**src/rtl/dvp_transmit_if.sv**
```systemverilog
// Bundle for the DVP transmitter: pixel stream in, parallel video out.
// The DVP source (master) drives the video side and pix_ready.
interface dvp_transmit_if;
    logic        en;
    logic [15:0] pix_data;
    logic        pix_valid;
    logic        pix_ready;
    logic        vsync;
    logic        href;
    logic [7:0]  data;
    logic [11:0] xaddr;
    logic [11:0] yaddr;
    logic        underflow;
    logic        frame_done;

    modport master (
        input  en, pix_data, pix_valid,
        output pix_ready, vsync, href, data, xaddr, yaddr, underflow, frame_done
    );

    modport slave (
        output en, pix_data, pix_valid,
        input  pix_ready, vsync, href, data, xaddr, yaddr, underflow, frame_done
    );
endinterface

```
**src/rtl/dvp_transmit.sv**
```systemverilog
// OV5640-style DVP source: sends RGB565 pixels as two bytes (high first)
// inside parameterised vsync/href frame timing, repeating while en is high.
module dvp_transmit #(
    parameter int H_ACTIVE = 640,
    parameter int H_BLANK  = 160,
    parameter int V_ACTIVE = 480,
    parameter int VS_CYC   = 1000,
    parameter int VBP_CYC  = 2000,
    parameter int VFP_CYC  = 500
) (
    input  logic           pclk,
    input  logic           rst,
    dvp_transmit_if.master bus
);

    typedef enum logic [2:0] {
        IDLE,
        VSYNC,
        VBACK,
        ACTIVE,
        HBLANK,
        VFRONT
    } state_t;

    localparam logic [11:0] H_LAST   = 12'(H_ACTIVE - 1);
    localparam logic [11:0] V_LAST   = 12'(V_ACTIVE - 1);
    localparam logic [15:0] VS_LAST  = 16'(VS_CYC - 1);
    localparam logic [15:0] VBP_LAST = 16'(VBP_CYC - 1);
    localparam logic [15:0] HB_LAST  = 16'(H_BLANK - 1);
    localparam logic [15:0] VFP_LAST = 16'(VFP_CYC - 1);

    state_t      state_q, state_d;
    logic [15:0] cnt_q, cnt_d;
    logic [11:0] x_q, x_d;
    logic        phase_q, phase_d;
    logic [7:0]  hold_q, hold_d;
    logic        vsync_q, vsync_d;
    logic        href_q, href_d;
    logic [7:0]  data_q, data_d;
    logic [11:0] xaddr_q, xaddr_d;
    logic [11:0] yaddr_q, yaddr_d;
    logic        underflow_q, underflow_d;
    logic        frame_done_q, frame_done_d;

    // The state register leads the video outputs by one cycle, so the
    // outputs below are decoded from state_q and registered together.
    always_comb begin
        // NOTE: every signal gets a default first so no path leaves one unassigned (no latches).
        state_d      = state_q;
        cnt_d        = cnt_q;
        x_d          = x_q;
        phase_d      = phase_q;
        hold_d       = hold_q;
        vsync_d      = 1'b0;
        href_d       = 1'b0;
        data_d       = 8'h00;
        xaddr_d      = 12'd0;
        yaddr_d      = yaddr_q;
        underflow_d  = underflow_q;
        frame_done_d = 1'b0;

        unique case (state_q)
            IDLE: begin
                cnt_d   = 16'd0;
                yaddr_d = 12'd0;
                if (bus.en) state_d = VSYNC;
            end

            VSYNC: begin
                vsync_d = 1'b1;
                if (cnt_q == 16'd0) begin
                    underflow_d = 1'b0;
                    yaddr_d     = 12'd0;
                end
                if (cnt_q == VS_LAST) begin
                    cnt_d   = 16'd0;
                    state_d = VBACK;
                end else begin
                    cnt_d = cnt_q + 16'd1;
                end
            end

            VBACK: begin
                if (cnt_q == VBP_LAST) begin
                    cnt_d   = 16'd0;
                    x_d     = 12'd0;
                    phase_d = 1'b0;
                    state_d = ACTIVE;
                end else begin
                    cnt_d = cnt_q + 16'd1;
                end
            end

            ACTIVE: begin
                href_d  = 1'b1;
                xaddr_d = x_q;
                phase_d = ~phase_q;
                if (!phase_q) begin
                    // A missing pixel still occupies its two byte slots as zeros.
                    if (bus.pix_valid) begin
                        data_d = bus.pix_data[15:8];
                        hold_d = bus.pix_data[7:0];
                    end else begin
                        data_d      = 8'h00;
                        hold_d      = 8'h00;
                        underflow_d = 1'b1;
                    end
                end else begin
                    data_d = hold_q;
                    if (x_q == H_LAST) begin
                        x_d     = 12'd0;
                        cnt_d   = 16'd0;
                        state_d = (yaddr_q == V_LAST) ? VFRONT : HBLANK;
                    end else begin
                        x_d = x_q + 12'd1;
                    end
                end
            end

            HBLANK: begin
                if (cnt_q == HB_LAST) begin
                    cnt_d   = 16'd0;
                    phase_d = 1'b0;
                    yaddr_d = yaddr_q + 12'd1;
                    state_d = ACTIVE;
                end else begin
                    cnt_d = cnt_q + 16'd1;
                end
            end

            VFRONT: begin
                if (cnt_q == VFP_LAST) begin
                    cnt_d        = 16'd0;
                    frame_done_d = 1'b1;
                    state_d      = bus.en ? VSYNC : IDLE;
                end else begin
                    cnt_d = cnt_q + 16'd1;
                end
            end

            default: state_d = IDLE;
        endcase
    end

    always_ff @(posedge pclk or posedge rst) begin
        if (rst) begin
            state_q      <= IDLE;
            cnt_q        <= 16'd0;
            x_q          <= 12'd0;
            phase_q      <= 1'b0;
            hold_q       <= 8'h00;
            vsync_q      <= 1'b0;
            href_q       <= 1'b0;
            data_q       <= 8'h00;
            xaddr_q      <= 12'd0;
            yaddr_q      <= 12'd0;
            underflow_q  <= 1'b0;
            frame_done_q <= 1'b0;
        end else begin
            // NOTE: non-blocking assignments so every flop samples the pre-edge values.
            state_q      <= state_d;
            cnt_q        <= cnt_d;
            x_q          <= x_d;
            phase_q      <= phase_d;
            hold_q       <= hold_d;
            vsync_q      <= vsync_d;
            href_q       <= href_d;
            data_q       <= data_d;
            xaddr_q      <= xaddr_d;
            yaddr_q      <= yaddr_d;
            underflow_q  <= underflow_d;
            frame_done_q <= frame_done_d;
        end
    end

    assign bus.pix_ready  = (state_q == ACTIVE) && !phase_q;
    assign bus.vsync      = vsync_q;
    assign bus.href       = href_q;
    assign bus.data       = data_q;
    assign bus.xaddr      = xaddr_q;
    assign bus.yaddr      = yaddr_q;
    assign bus.underflow  = underflow_q;
    assign bus.frame_done = frame_done_q;

endmodule

```
**src/flat_wrapper.sv**
```systemverilog
// flat-port wrapper written by rule: the top's interface ports become plain ports
module dvp_transmit_flat 
#(
    parameter int H_ACTIVE = 640,
    parameter int H_BLANK  = 160,
    parameter int V_ACTIVE = 480,
    parameter int VS_CYC   = 1000,
    parameter int VBP_CYC  = 2000,
    parameter int VFP_CYC  = 500
)
  (pclk, rst, bus_en, bus_pix_data, bus_pix_valid, bus_pix_ready, bus_vsync, bus_href, bus_data, bus_xaddr, bus_yaddr, bus_underflow, bus_frame_done);
  dvp_transmit_if bus_i ();
  input  logic pclk;
  input  logic rst;
  input wire logic [$bits(bus_i.en)-1:0] bus_en;
  input wire logic [$bits(bus_i.pix_data)-1:0] bus_pix_data;
  input wire logic [$bits(bus_i.pix_valid)-1:0] bus_pix_valid;
  output wire logic [$bits(bus_i.pix_ready)-1:0] bus_pix_ready;
  output wire logic [$bits(bus_i.vsync)-1:0] bus_vsync;
  output wire logic [$bits(bus_i.href)-1:0] bus_href;
  output wire logic [$bits(bus_i.data)-1:0] bus_data;
  output wire logic [$bits(bus_i.xaddr)-1:0] bus_xaddr;
  output wire logic [$bits(bus_i.yaddr)-1:0] bus_yaddr;
  output wire logic [$bits(bus_i.underflow)-1:0] bus_underflow;
  output wire logic [$bits(bus_i.frame_done)-1:0] bus_frame_done;
  assign bus_i.en = bus_en;
  assign bus_i.pix_data = bus_pix_data;
  assign bus_i.pix_valid = bus_pix_valid;
  assign bus_pix_ready = bus_i.pix_ready;
  assign bus_vsync = bus_i.vsync;
  assign bus_href = bus_i.href;
  assign bus_data = bus_i.data;
  assign bus_xaddr = bus_i.xaddr;
  assign bus_yaddr = bus_i.yaddr;
  assign bus_underflow = bus_i.underflow;
  assign bus_frame_done = bus_i.frame_done;
  dvp_transmit #(.H_ACTIVE(H_ACTIVE), .H_BLANK(H_BLANK), .V_ACTIVE(V_ACTIVE), .VS_CYC(VS_CYC), .VBP_CYC(VBP_CYC), .VFP_CYC(VFP_CYC)) u_core (.pclk(pclk), .rst(rst), .bus(bus_i));
endmodule
```
**config.mk**
```make
export PLATFORM = sky130hd
export DESIGN_NAME = dvp_transmit_flat
export DESIGN_NICKNAME = d
export VERILOG_FILES = /design/src/rtl/dvp_transmit_if.sv /design/src/rtl/dvp_transmit.sv /design/src/flat_wrapper.sv
export SDC_FILE = /design/constraint.sdc
export NUM_CORES = 1
export LEC_CHECK = 0
export ABC_AREA = 1
export BUFFER_PORTS_ARGS = -buffer_cell sky130_fd_sc_hd__buf_4
export CAP_MARGIN = 20
export CORE_ASPECT_RATIO = 0.7
export CORE_UTILIZATION = 40
export DETAILED_ROUTE_END_ITERATION = 10
export GPL_TIMING_DRIVEN = 0
export PLACE_DENSITY = 0.64
export SETUP_SLACK_MARGIN = 0.02
export SYNTH_ARGS = -nofsm -noshare
export SYNTH_HDL_FRONTEND = slang
export SYNTH_SLANG_ARGS = --single-unit
export TNS_END_PERCENT = 20
```
**constraint.sdc**
```tcl
create_clock -name pclk -period 3.5 [get_ports pclk]
set_input_delay 1.05 -clock pclk [delete_from_list [all_inputs] [get_ports pclk]]
set_output_delay 1.05 -clock pclk [all_outputs]
set_load 0.01 [all_outputs]
```
After elaboration in Yosys (flattened, before gate mapping) --
Index checks and enable logic that the tools add are counted.
Operators by class: $add $sub $neg 3, eq/ne operators 21, multiplexer cells 40, bitwise operators 1, reduce and logical (&&, ||, !) cells 16
Operators by type and width (number):
- 16-bit 2-to-1 mux | 6
- 16-bit case mux with 6 select lines | 1
- 12-bit 2-to-1 mux | 6
- 12-bit case mux with 3 select lines | 1
- 8-bit 2-to-1 mux | 4
- 12-bit by 1-bit adder with 12-bit output, second input constant | 2
- 12-bit case mux with 2 select lines | 1
- 3-bit 2-to-1 mux | 7
- 3-bit case mux with 6 select lines | 1
- 16-bit by 1-bit adder with 16-bit output, second input constant | 1
- 16-bit by 10-bit == test with 1-bit output, second input constant | 1
- 16-bit by 11-bit == test with 1-bit output, second input constant | 1
- 16-bit by 8-bit == test with 1-bit output, second input constant | 1
- 16-bit by 9-bit == test with 1-bit output, second input constant | 1
- 16-bit logical NOT | 1
- 2-bit by 1-bit inequality test with 1-bit output, second input constant | 7
- 12-bit by 10-bit == test with 1-bit output, second input constant | 1
- 12-bit by 9-bit == test with 1-bit output, second input constant | 1
- 3-bit AND reduction | 4
- 1-bit 2-to-1 mux | 11
- 7-bit AND reduction | 1
- 3-bit by 2-bit == test with 1-bit output, second input constant | 2
- 3-bit == test, second input constant | 2
- 2-bit inequality test, second input constant | 3
- other kinds (12) | 14
Word-level totals: register bits after elaboration 76, input port bits 20, output and inout bits 37

Logic depth before layout (Yosys ltp) --
Gate-level depths: netlist of run 1.
depth in word-level cells 5, gate-level depth with buffers 12

Worst setup path after synthesis of run 1 --
No wires, ideal clock.
path type reg2out, start reg u_core.state_q[2], end out bus_pix_ready, arrival 1.182 ns, setup slack 1.268 ns, stages on the path, launching flop included 7, buffers on the path 1, path through dfrtp_1 -> nor2_2 -> nand2_4 -> inv_2 -> nand2_2 -> inv_2 -> buf_2
On the way: cells in the longest elaborated chain, start to end 2
Ends and longest elaborated chain:
- start: declaration | RTL line dvp_transmit.sv:32 | state_t state_q, state_d;
- start signal: assignment | RTL line dvp_transmit.sv:161 | state_q <= state_d;
- 3-bit by 2-bit == test with 1-bit output | RTL line dvp_transmit.sv:176 | assign bus.pix_ready = (state_q == ACTIVE) && !phase_q;
- 1-bit logical AND | RTL line dvp_transmit.sv:176
- end: declaration | RTL line flat_wrapper.sv:18 | output wire logic [$bits(bus_i.pix_ready)-1:0] bus_pix_ready;
No other way between the ends.

Worst setup path after layout of run 1 --
Ends and elaborated chain as after synthesis.

==> flow_metrics.tcl, run 1 <==
set metrics [dict create \
    synth_nets 635 \
    wl_um 11200 \
    postRouteAntennaNets 0 \
    hold_buffers 0 \
    htree_levels 3 \
    worstPathBufferInverterCount 4 \
    synth_area_per_cell_um2 7.28 \
    antenna_cells 0 \
    ios 57 \
    wl_met3_um 500 \
    fillCellCount 1055 \
    clkTransAtPathRegs_ns 0.06 \
    grt_first_pass_wirelength_um 18900 \
    cts_tree "yes" \
    syn_to_final_growth_pct 21.5 \
    drive_gt1_share_pct 18.6 \
    clockBufferDepth 2 \
    p_total_mw 3.17 \
    hold_ws_ns 0.495 \
    slowest_stage "dfrtp_1" \
    routed.top_layer "met4" \
    endpoint_kind "primary output" \
    port_buffers 55 \
    drc 0 \
    dr_wl_met2_um 4800 \
    ys_warn_count 0 \
    fp.dieW_um 128 \
    grt_pass1_vias 3827 \
    layout_commonest_cell "nand2_1" \
    clk_latency_ns 0.34 \
    cts-root-buf "clkbuf_16" \
    path_class "flop to primary output" \
    crit_fanout 10 \
    row_count 31 \
    drv_slew 0 \
    wl_per_cell_um 13.5 \
    fmax_ghz 0.340 \
    fin_area_mm2 0.00540 \
    path_common_cell "inv_2" \
    cap_violations 0 \
    hold_path.class "flop to flop" \
    setup_viol 0 \
    cts_buffers 9 \
    antenna_found_initial 0 \
    dp_hpwl_um 8150 \
    grt_max_degree 61 \
    critPathArrivalTime_ns 1.89 \
    initialDrtViolationCount 289 \
    crit_family "buffers and inverters" \
    grt-ovfl-total 0 \
    finalCritPeriodShare_pct 84.0 \
    finalClockSkew_ns 0.00738 \
    slowest_delay_ns 0.44 \
    cts-resized-gates 0 \
    final_cell_mix "nand2_1, nor2_1, nand3_1" \
    p_leak_nw 2.63 \
    drt-met1-wl_um 5780 \
    initial_core_util_pct 42.1 \
    syn_inst 610 \
    cp_cell_sequence "nor2_2 > nand2_4 > inv_2 > nand2_2 > inv_2 > buf_2 > buf_4" \
    dieArea_mm2 0.0115 \
    setup_ws_ns 0.561 \
    dieHeight_um 90.2 \
    start_kind "flop" \
    gr-usage-all-layers_pct 20.9 \
    fin_cells 830 \
    placed_cell_area_mm2 0.00507 \
    first_pass_iters 5 \
    irDropWorstVdd_mv 0.264 \
    hold_viol_final 0 \
    synth_cell_type_count 34 \
    p_per_area_mw_per_mm2 587 \
    vias 4127 \
    core_mm2 0.0106 \
    cts_sinks 76 \
    syn_area_mm2 0.00444 \
    slew_headroom_pct 65.8 \
    post-cts-setup-buffers 0 \
    outcome "completed" \
    viasPerCell 4.97 \
    timing.setup.tns_ns 0 \
    fin_crit_ns 2.94 \
    rsz0062_at_grt "no" \
    seq_area_frac_synth_pct 42.8 \
    finalNetCount 702 \
    finalCoreUtilization_pct 51.1 \
    dp.cells 814 \
    tightest_slew_ns 0.510 \
    dpl_worst_slack_ns 0.898 \
    ys_ff_latch 76 \
    routabilityCongestion 0.877 \
    required_ns 2.45 \
]
## report_power, final
group          leakage (nW)  total [mW]  internal, mW  switching [mW]
sequential             1.04        1.08         0.996          0.0834
clock                 0.151        1.02         0.642           0.377
combinational          1.44        1.07         0.360           0.710
total                  2.63        3.17          2.00            1.17
## worst min-delay path: stages (launching register included)
cell and delay, ns:
dfrtp_1 0.36, nand2_1 0.06, nand2_1 0.05
## kinds of logic (layout without fill, tap and decap cells)
family	Yosys count	count (layout)	share of synthesized area, %
AND/OR/NAND/NOR	369	369	36.7
buffers and inverters	87	159	8.57
flip-flops	76	76	42.8
AO/OA/AOI/OAI	59	59	7.72
XOR/XNOR	14	14	2.76
adder cells (fa/ha/maj)	5	5	1.41
## worst paths after layout
| check | from | end | slack [ns] | cells after the start |
|---|---|---|---|---|
| hold reg to reg | u_core.bus.underflow$_DFFE_PP0P_ | u_core.bus.underflow$_DFFE_PP0P_ | 0.49 | 2 |
| hold / removal | u_core.bus.underflow$_DFFE_PP0P_ | u_core.bus.underflow$_DFFE_PP0P_ | 0.49 | 2 |
| min in group asynchronous | rst | u_core.cnt_q[11]$_DFFE_PP0P_ | 0.64 | 2 |
| setup reg to reg | u_core.cnt_q[0]$_DFFE_PP0P_ | u_core.state_q[2]$_DFFE_PP0P_ | 1.51 | 10 |
| setup / recovery | u_core.state_q[2]$_DFFE_PP0P_ | bus_pix_ready | 0.56 | 7 |
| max in group asynchronous | rst | u_core.x_q[4]$_DFFE_PP0P_ | 2.28 | 3 |
## registers in the layout, summed over array words and instances, names as in the netlist
name                   flops
u_core.cnt_q              16
u_core.bus.xaddr          12
u_core.bus.yaddr          12
u_core.x_q                12
u_core.bus.data            8
u_core.hold_q              8
u_core.state_q             3
u_core.bus.frame_done      1
u_core.bus.href            1
u_core.bus.underflow       1
u_core.bus.vsync           1
u_core.phase_q             1
## metal layers
metal	GRT usage [%]	up-vias
li1	-	2090
met1	32.0	1929
met2	29.4	97
met3	4.23	11
met4	5.98	0
met5	0	-
## layout make-up
| cell class | instances | area (um^2) | share of cell area [%] |
|---|---|---|---|
| Buffer | 15 | 110 | 2.04 |
| Clock buffer | 10 | 239 | 4.43 |
| Clock inverter | 6 | 87.6 | 1.62 |
| Inverter | 72 | 273 | 5.06 |
| Multi-Input combinational cell | 447 | 2160 | 40.0 |
| Sequential cell | 76 | 1900 | 35.3 |
| Tap cell | 148 | 185 | 3.43 |
| Timing Repair Buffer | 56 | 440 | 8.16 |
## cells in the mapped netlist, drive strengths merged
cell type | n | share of area [%]
nand3 | 80 | 9.4
clkbuf | 2 | 0.17
o21ai | 49 | 5.7
buf | 13 | 2.3
clkinv | 1 | 0.084
nand4 | 10 | 1.4
o21bai | 2 | 0.34
dfrtp | 76 | 43
nand2 | 173 | 16
o2111ai | 2 | 0.79
inv | 71 | 6.0
ha | 5 | 1.4
and3 | 1 | 0.14
a21oi | 4 | 0.62
o22ai | 2 | 0.28
or2 | 2 | 0.28
nand3b | 1 | 0.17
nor2 | 89 | 8.1
nor3 | 13 | 1.5
xor2 | 14 | 2.8
Power figures use the tool's default switching activity.
==> inputs of run 2 (changes only) <==
--- a/config.mk
+++ b/config.mk
@@ -5,14 +5,14 @@
 export SDC_FILE = /design/constraint.sdc
 export NUM_CORES = 1
 export LEC_CHECK = 0
-export ABC_AREA = 1
+export ABC_AREA = 0
 export BUFFER_PORTS_ARGS = -buffer_cell sky130_fd_sc_hd__buf_4
 export CAP_MARGIN = 20
 export CORE_ASPECT_RATIO = 0.7
 export CORE_UTILIZATION = 40
 export DETAILED_ROUTE_END_ITERATION = 10
 export GPL_TIMING_DRIVEN = 0
-export PLACE_DENSITY = 0.64
+export PLACE_DENSITY = 0.67
 export SETUP_SLACK_MARGIN = 0.02
 export SYNTH_ARGS = -nofsm -noshare
 export SYNTH_HDL_FRONTEND = slang
==> constraint.sdc (replaced) <==
create_clock -name pclk -period 2.6 [get_ports pclk]
set_input_delay 0.78 -clock pclk [delete_from_list [all_inputs] [get_ports pclk]]
set_output_delay 0.78 -clock pclk [all_outputs]
set_load 0.01 [all_outputs]
==> flow_metrics.tcl, run 2 <==
set metrics [dict create \
    sw_frac_of_total_pct 39.3 \
    drive_gt1_share_pct 24.1 \
    synth_edf_count 0 \
    synthTopCellsByArea "dfrtp_1, nand2_1, o21ai_0" \
    p_per_area_mw_per_mm2 938 \
    dieHeight_um 83.9 \
    cts_buffers 9 \
    grt_first_pass_wirelength_um 15800 \
    dp_hpwl_um 6530 \
    dpl_worst_slack_ns -0.314 \
    postRouteAntennaNets 0 \
    internal_power_mw 2.82 \
    antenna_found_initial 0 \
    hold_buffers 0 \
    largest_reg_flops 16 \
    synth_top_cell_area_share_pct 49.6 \
    regArea_mm2 0.00190 \
    ys_warn_count 0 \
    finalCoreUtilization_pct 53.9 \
    hold_viol_final 0 \
    synth_cell_type_count 55 \
    drc 0 \
    synth_area_per_cell_um2 9.26 \
    required_ns 2.81 \
    fmax_ghz 0.401 \
    p_total_mw 4.64 \
    viasPerCell 5.44 \
    yosysTopAreaCell "dfrtp_1" \
    layout_commonest_cell "dfrtp_1" \
    regMostFlops "u_core.cnt_q" \
    clk_latency_ns 0.34 \
    wl_per_cell_um 15.1 \
    cts_tree "yes" \
    grt-ovfl-total 0 \
    synthTopCellsByCount "dfrtp_1, nand2_1, o21ai_0, nor2_1, a21oi_1" \
    syn_inst 414 \
    slew_headroom_pct 46.0 \
    initialDrtViolationCount 230 \
    cts-root-buf "clkbuf_16" \
    cts_sinks 76 \
    switchingPower_mw 1.83 \
    routabilityCongestion 0.831 \
    critPathArrivalTime_ns 2.71 \
    async_flop_share_pct 100 \
    row_count 29 \
    fillCellCount 834 \
    finalCritPeriodShare_pct 95.9 \
    path_class "flop to flop" \
    endpoint_kind "flop" \
    hold_path.class "flop to flop" \
    seq_area_frac_synth_pct 49.6 \
    wl_um 9470 \
    crit_fanout 10 \
    combPwrFrac_pct 41.2 \
    p_leak_nw 2.30 \
    ios 57 \
    synth_most_common_cell "dfrtp_1" \
    grt_max_degree 43 \
    drv_slew 0 \
    setup_viol 0 \
    finalClockSkew_ns 0.00623 \
    fin_crit_ns 2.49 \
    vias 3403 \
    start_kind "flop" \
    synth_nets 439 \
    first_pass_iters 4 \
    hold_ws_ns 0.470 \
    syn_area_mm2 0.00383 \
    port_buffers 56 \
    tightest_slew_ns 0.808 \
    rsz0062_at_grt "yes" \
    outcome "completed" \
    htree_levels 3 \
    dieArea_mm2 0.00999 \
    fp.dieW_um 119 \
    cap_violations 0 \
    clkPwrFrac_pct 25.8 \
    synth-main-ff-cell "dfrtp_1" \
    final_cell_mix "dfrtp_1, buf_4, nand2_1" \
    ys_ff_latch 76 \
    dp.cells 595 \
    clkTransAtPathRegs_ns 0.06 \
    clockBufferDepth 2 \
    initial_core_util_pct 41.8 \
    fin_cells 626 \
    core_mm2 0.00918 \
    syn_to_final_growth_pct 29.2 \
    setup_ws_ns 0.106 \
    gr-usage-all-layers_pct 20.1 \
    seq_power_share_pct 33.0 \
    irDropWorstVdd_mv 0.430 \
    finalNetCount 522 \
    antenna_cells 0 \
    multiInputGateArea_mm2 0.00190 \
    grt_pass1_vias 3177 \
]
## run 2: cell types whose count changed after synthesis, sizes merged, moves of 13 or more
cell    delta
nand2    -125
nor2      -61
inv       -60
nand3     -57
a21oi     +23
o21ai     -18
and2      +17
clkbuf    +14
xor2      -13
## run 2: repair_timing
| item | CTS | global route |
|---|---|---|
| pin swaps | 2 | 5 |
| setup endpoints to repair | 22 | 14 |
| gates resized for setup | 19 | 9 |
| setup buffers | 3 | 12 |
## run 2: cell families (layout without fill, tap and decap cells)
family | after synthesis | after routing | synth area share [%]
AOI/OAI and AO/OA | 114 | 114 | 19.0
xor gates and xnor gates | 2 | 2 | 0.457
adders and majority gates | 5 | 5 | 1.63
buffers and inverters | 33 | 121 | 3.49
DFF | 76 | 76 | 49.6
and+or+nand+nor | 184 | 184 | 25.8
## run 2: path summary, 6_finish.rpt
path | start | endpoint | slack (ns) | cells past startpoint
hold / removal | u_core.hold_q[4]$_DFFE_PP0P_ | u_core.hold_q[4]$_DFFE_PP0P_ | 0.47 | 2
hold reg to reg | u_core.hold_q[4]$_DFFE_PP0P_ | u_core.hold_q[4]$_DFFE_PP0P_ | 0.47 | 2
min in group asynchronous | rst | u_core.x_q[7]$_DFFE_PP0P_ | 0.59 | 2
setup reg to reg | u_core.cnt_q[13]$_DFFE_PP0P_ | u_core.cnt_q[6]$_DFFE_PP0P_ | 0.11 | 9
setup / recovery | u_core.cnt_q[13]$_DFFE_PP0P_ | u_core.cnt_q[6]$_DFFE_PP0P_ | 0.11 | 9
max in group asynchronous | rst | u_core.bus.data[3]$_DFF_PP0_ | 1.35 | 3
## run 2: final cells by class
class / count / share of cell area (%)
well taps: 124 / 3.13
inverters: 12 / 1.09
repair buffers: 72 / 11.2
clock buffers: 9 / 4.55
flip-flops and latches: 76 / 38.5
clock inverters: 7 / 1.19
multi-input cells: 305 / 38.5
plain buffers: 21 / 1.97
## run 2: through the flow
step / area [um^2] / TNS, ns
after global routing: 4950 / -0.0172
after CTS: 4810 / 0
after floorplan: 3840 / 0
final: 4950 / 0
after detailed placement: 4430 / -2.63
after global placement: 4410 / -2.13
## run 2: per-layer routing
metal | GRT usage, % | vias to the layer above | share of wire, %
met5 | 0 | - | 0
met1 | 29.5 | 1632 | 51
met4 | 5.87 | 0 | 1.2
met3 | 5.40 | 10 | 5.4
met2 | 28.7 | 90 | 43
li1 | - | 1671 | -
## run 2: critical path: stages (launching register included)
cell and delay [ns]:
dfrtp_1 0.42, or4_4 0.59, buf_4 0.17, nor4_4 0.18, o32ai_2 0.16, a211o_1 0.29
buf_6 0.14, buf_2 0.18, a21oi_1 0.15, o22ai_1 0.10
## run 2: power by group through the flow
stage          sequential [mW]  combinational [mW]  clock [mW]
3_3_place_gp              1.55                1.64           0
3_5_place_dp              1.56                1.66           0
6_report                  1.53                1.91        1.20
5_1_grt                   1.56                2.14        1.27
2_1_floorplan             1.55                1.13           0
4_1_cts                   1.53                1.81        1.22
==> inputs of run 3 (changes only) <==
--- a/config.mk
+++ b/config.mk
@@ -11,8 +11,8 @@
 export CORE_ASPECT_RATIO = 0.7
 export CORE_UTILIZATION = 40
 export DETAILED_ROUTE_END_ITERATION = 10
+export GPL_ROUTABILITY_DRIVEN = 0
 export GPL_TIMING_DRIVEN = 0
-export PLACE_DENSITY = 0.67
 export SETUP_SLACK_MARGIN = 0.02
 export SYNTH_ARGS = -nofsm -noshare
 export SYNTH_HDL_FRONTEND = slang
==> flow_metrics.tcl, run 3 (synthesized netlist as in run 2, its figures left out) <==
set metrics [dict create \
    p_total_mw 4.95 \
    clkTransAtPathRegs_ns 0.06 \
    ios 57 \
    cap_violations 0 \
    irDropWorstVdd_mv 0.458 \
    path_class "flop to flop" \
    slew_headroom_pct 45.0 \
    finalNetCount 533 \
    antenna_cells 0 \
    slowest_stage "or4_4" \
    vias 3469 \
    slowest_delay_ns 0.51 \
    grt_max_degree 42 \
    cts_sinks 76 \
    r2r-start "u_core.cnt_q[0]$_DFFE_PP0P_" \
    min_to "u_core.hold_q[2]$_DFFE_PP0P_" \
    row_count 29 \
    finalClockSkew_ns 0.00422 \
    critPathArrivalTime_ns 2.82 \
    htree_levels 3 \
    dieArea_mm2 0.00999 \
    antenna_found_initial 0 \
    setup_viol 0 \
    cts-root-buf "clkbuf_16" \
    fin_area_mm2 0.00509 \
    port_buffers 56 \
    wl_um 10100 \
    cts_buffers 9 \
    clk_latency_ns 0.33 \
    fin_crit_ns 2.56 \
    first_pass_iters 5 \
    ff2ff_path_depth 8 \
    postRouteAntennaNets 0 \
    grt-ovfl-total 0 \
    initial_core_util_pct 41.8 \
    cts_tree "yes" \
    rsz0062_at_grt "yes" \
    initialDrtViolationCount 275 \
    hold_viol_final 0 \
    grt_first_pass_wirelength_um 16400 \
    required_ns 2.86 \
    dp_hpwl_um 6650 \
    syn_to_final_growth_pct 32.8 \
    worstReg2RegEnd "u_core.x_q[9]$_DFFE_PP0P_" \
    wl_per_cell_um 15.8 \
    drv_slew 0 \
    hold_ws_ns 0.472 \
    fmax_ghz 0.391 \
    finalCritPeriodShare_pct 98.4 \
    worstHoldStart "u_core.hold_q[2]$_DFFE_PP0P_" \
    gr-usage-all-layers_pct 20.8 \
    placed_cell_area_mm2 0.00443 \
    start_kind "flop" \
    tightest_slew_ns 0.823 \
    endpoint_kind "flop" \
    largest_reg_flops 16 \
    fp.dieW_um 119 \
    cp_cell_sequence "ha_4 > or3b_4 > nor4_4 > buf_4 > nand2b_1 > a21o_1 > or4_4 > nand3_1" \
    drive_gt1_share_pct 26.3 \
    final_cell_mix "buf_4, dfrtp_1, nand2_1" \
    outcome "completed" \
    layout_commonest_cell "buf_4" \
    p_per_area_mw_per_mm2 972 \
    drc 0 \
    regMostFlops "u_core.cnt_q" \
    whs_path_depth 2 \
    clockBufferDepth 2 \
    viasPerCell 5.45 \
    rrSetupSlack_ns 0.04 \
    core_mm2 0.00918 \
    crit_fanout 7 \
    grt_pass1_vias 3153 \
    dieHeight_um 83.9 \
    hold_path.class "flop to flop" \
    hold_buffers 0 \
    p_leak_nw 2.37 \
]
## run 3: where the power goes
group          leakage [nW]  total [mW]  internal [mW]  switching (mW)
sequential             1.03        1.54           1.39           0.142
combinational          1.21        2.16          0.929            1.23
clock                 0.138        1.25          0.771           0.483
## run 3: per-stage QoR
step | instances | setup slack [ns] | util [%] | TNS (ns)
after global routing | 637 | -0.0505 | 55.5 | -0.181
after CTS | 614 | -0.0142 | 52.7 | -0.0142
after global placement | 594 | -0.267 | 48.1 | -2.15
final | 637 | 0.0408 | 55.5 | 0
after floorplan | 414 | 0.0920 | - | 0
after detailed placement | 595 | -0.316 | 48.3 | -3.20
## run 3: repair_timing
action	4_1_cts	5_1_grt
setup buffers	3	23
gates resized for setup	17	23
pin swaps	3	10
endpoints found under the setup margin	24	16
## run 3: area by class of cell
| cell class | count | area, um^2 |
|---|---|---|
| multi-input combinational | 305 | 1910 |
| sequential | 76 | 1900 |
| timing repair buffer | 83 | 659 |
| buffer | 21 | 101 |
| clock buffer | 11 | 243 |
| tap | 124 | 155 |
| inverter | 12 | 53.8 |
| clock inverter | 5 | 61.3 |
| fill | 828 | 4090 |
## run 3: how the worst max path moves through the flow
stage	cells past startpoint	end	slack, ns	from
global placement	7	u_core.cnt_q[9]$_DFFE_PP0P_	-0.27	u_core.cnt_q[0]$_DFFE_PP0P_
CTS	8	u_core.cnt_q[6]$_DFFE_PP0P_	-0.01	u_core.cnt_q[13]$_DFFE_PP0P_
global route	9	u_core.cnt_q[9]$_DFFE_PP0P_	-0.05	u_core.cnt_q[0]$_DFFE_PP0P_
floorplan	8	u_core.cnt_q[3]$_DFFE_PP0P_	0.09	u_core.cnt_q[0]$_DFFE_PP0P_
detailed placement	7	u_core.cnt_q[9]$_DFFE_PP0P_	-0.32	u_core.cnt_q[0]$_DFFE_PP0P_
finish	8	u_core.x_q[9]$_DFFE_PP0P_	0.04	u_core.cnt_q[0]$_DFFE_PP0P_
## run 3: critical path: cells and delay by family, from the launching register on
family | cells | cell delay [ns]
compound gates | 1 | 0.20
fa+ha+maj | 1 | 0.17
buf+inv | 1 | 0.19
flops | 1 | 0.44
simple gates | 5 | 1.48
## run 3: routing by layer
metal  GRT usage (%)  up-vias  wire (um)
li1                -     1685          -
met1            32.0     1670       5150
met2            28.5      108       4320
met3            5.05        6        542
met4            5.98        0         75
met5               0        -          0
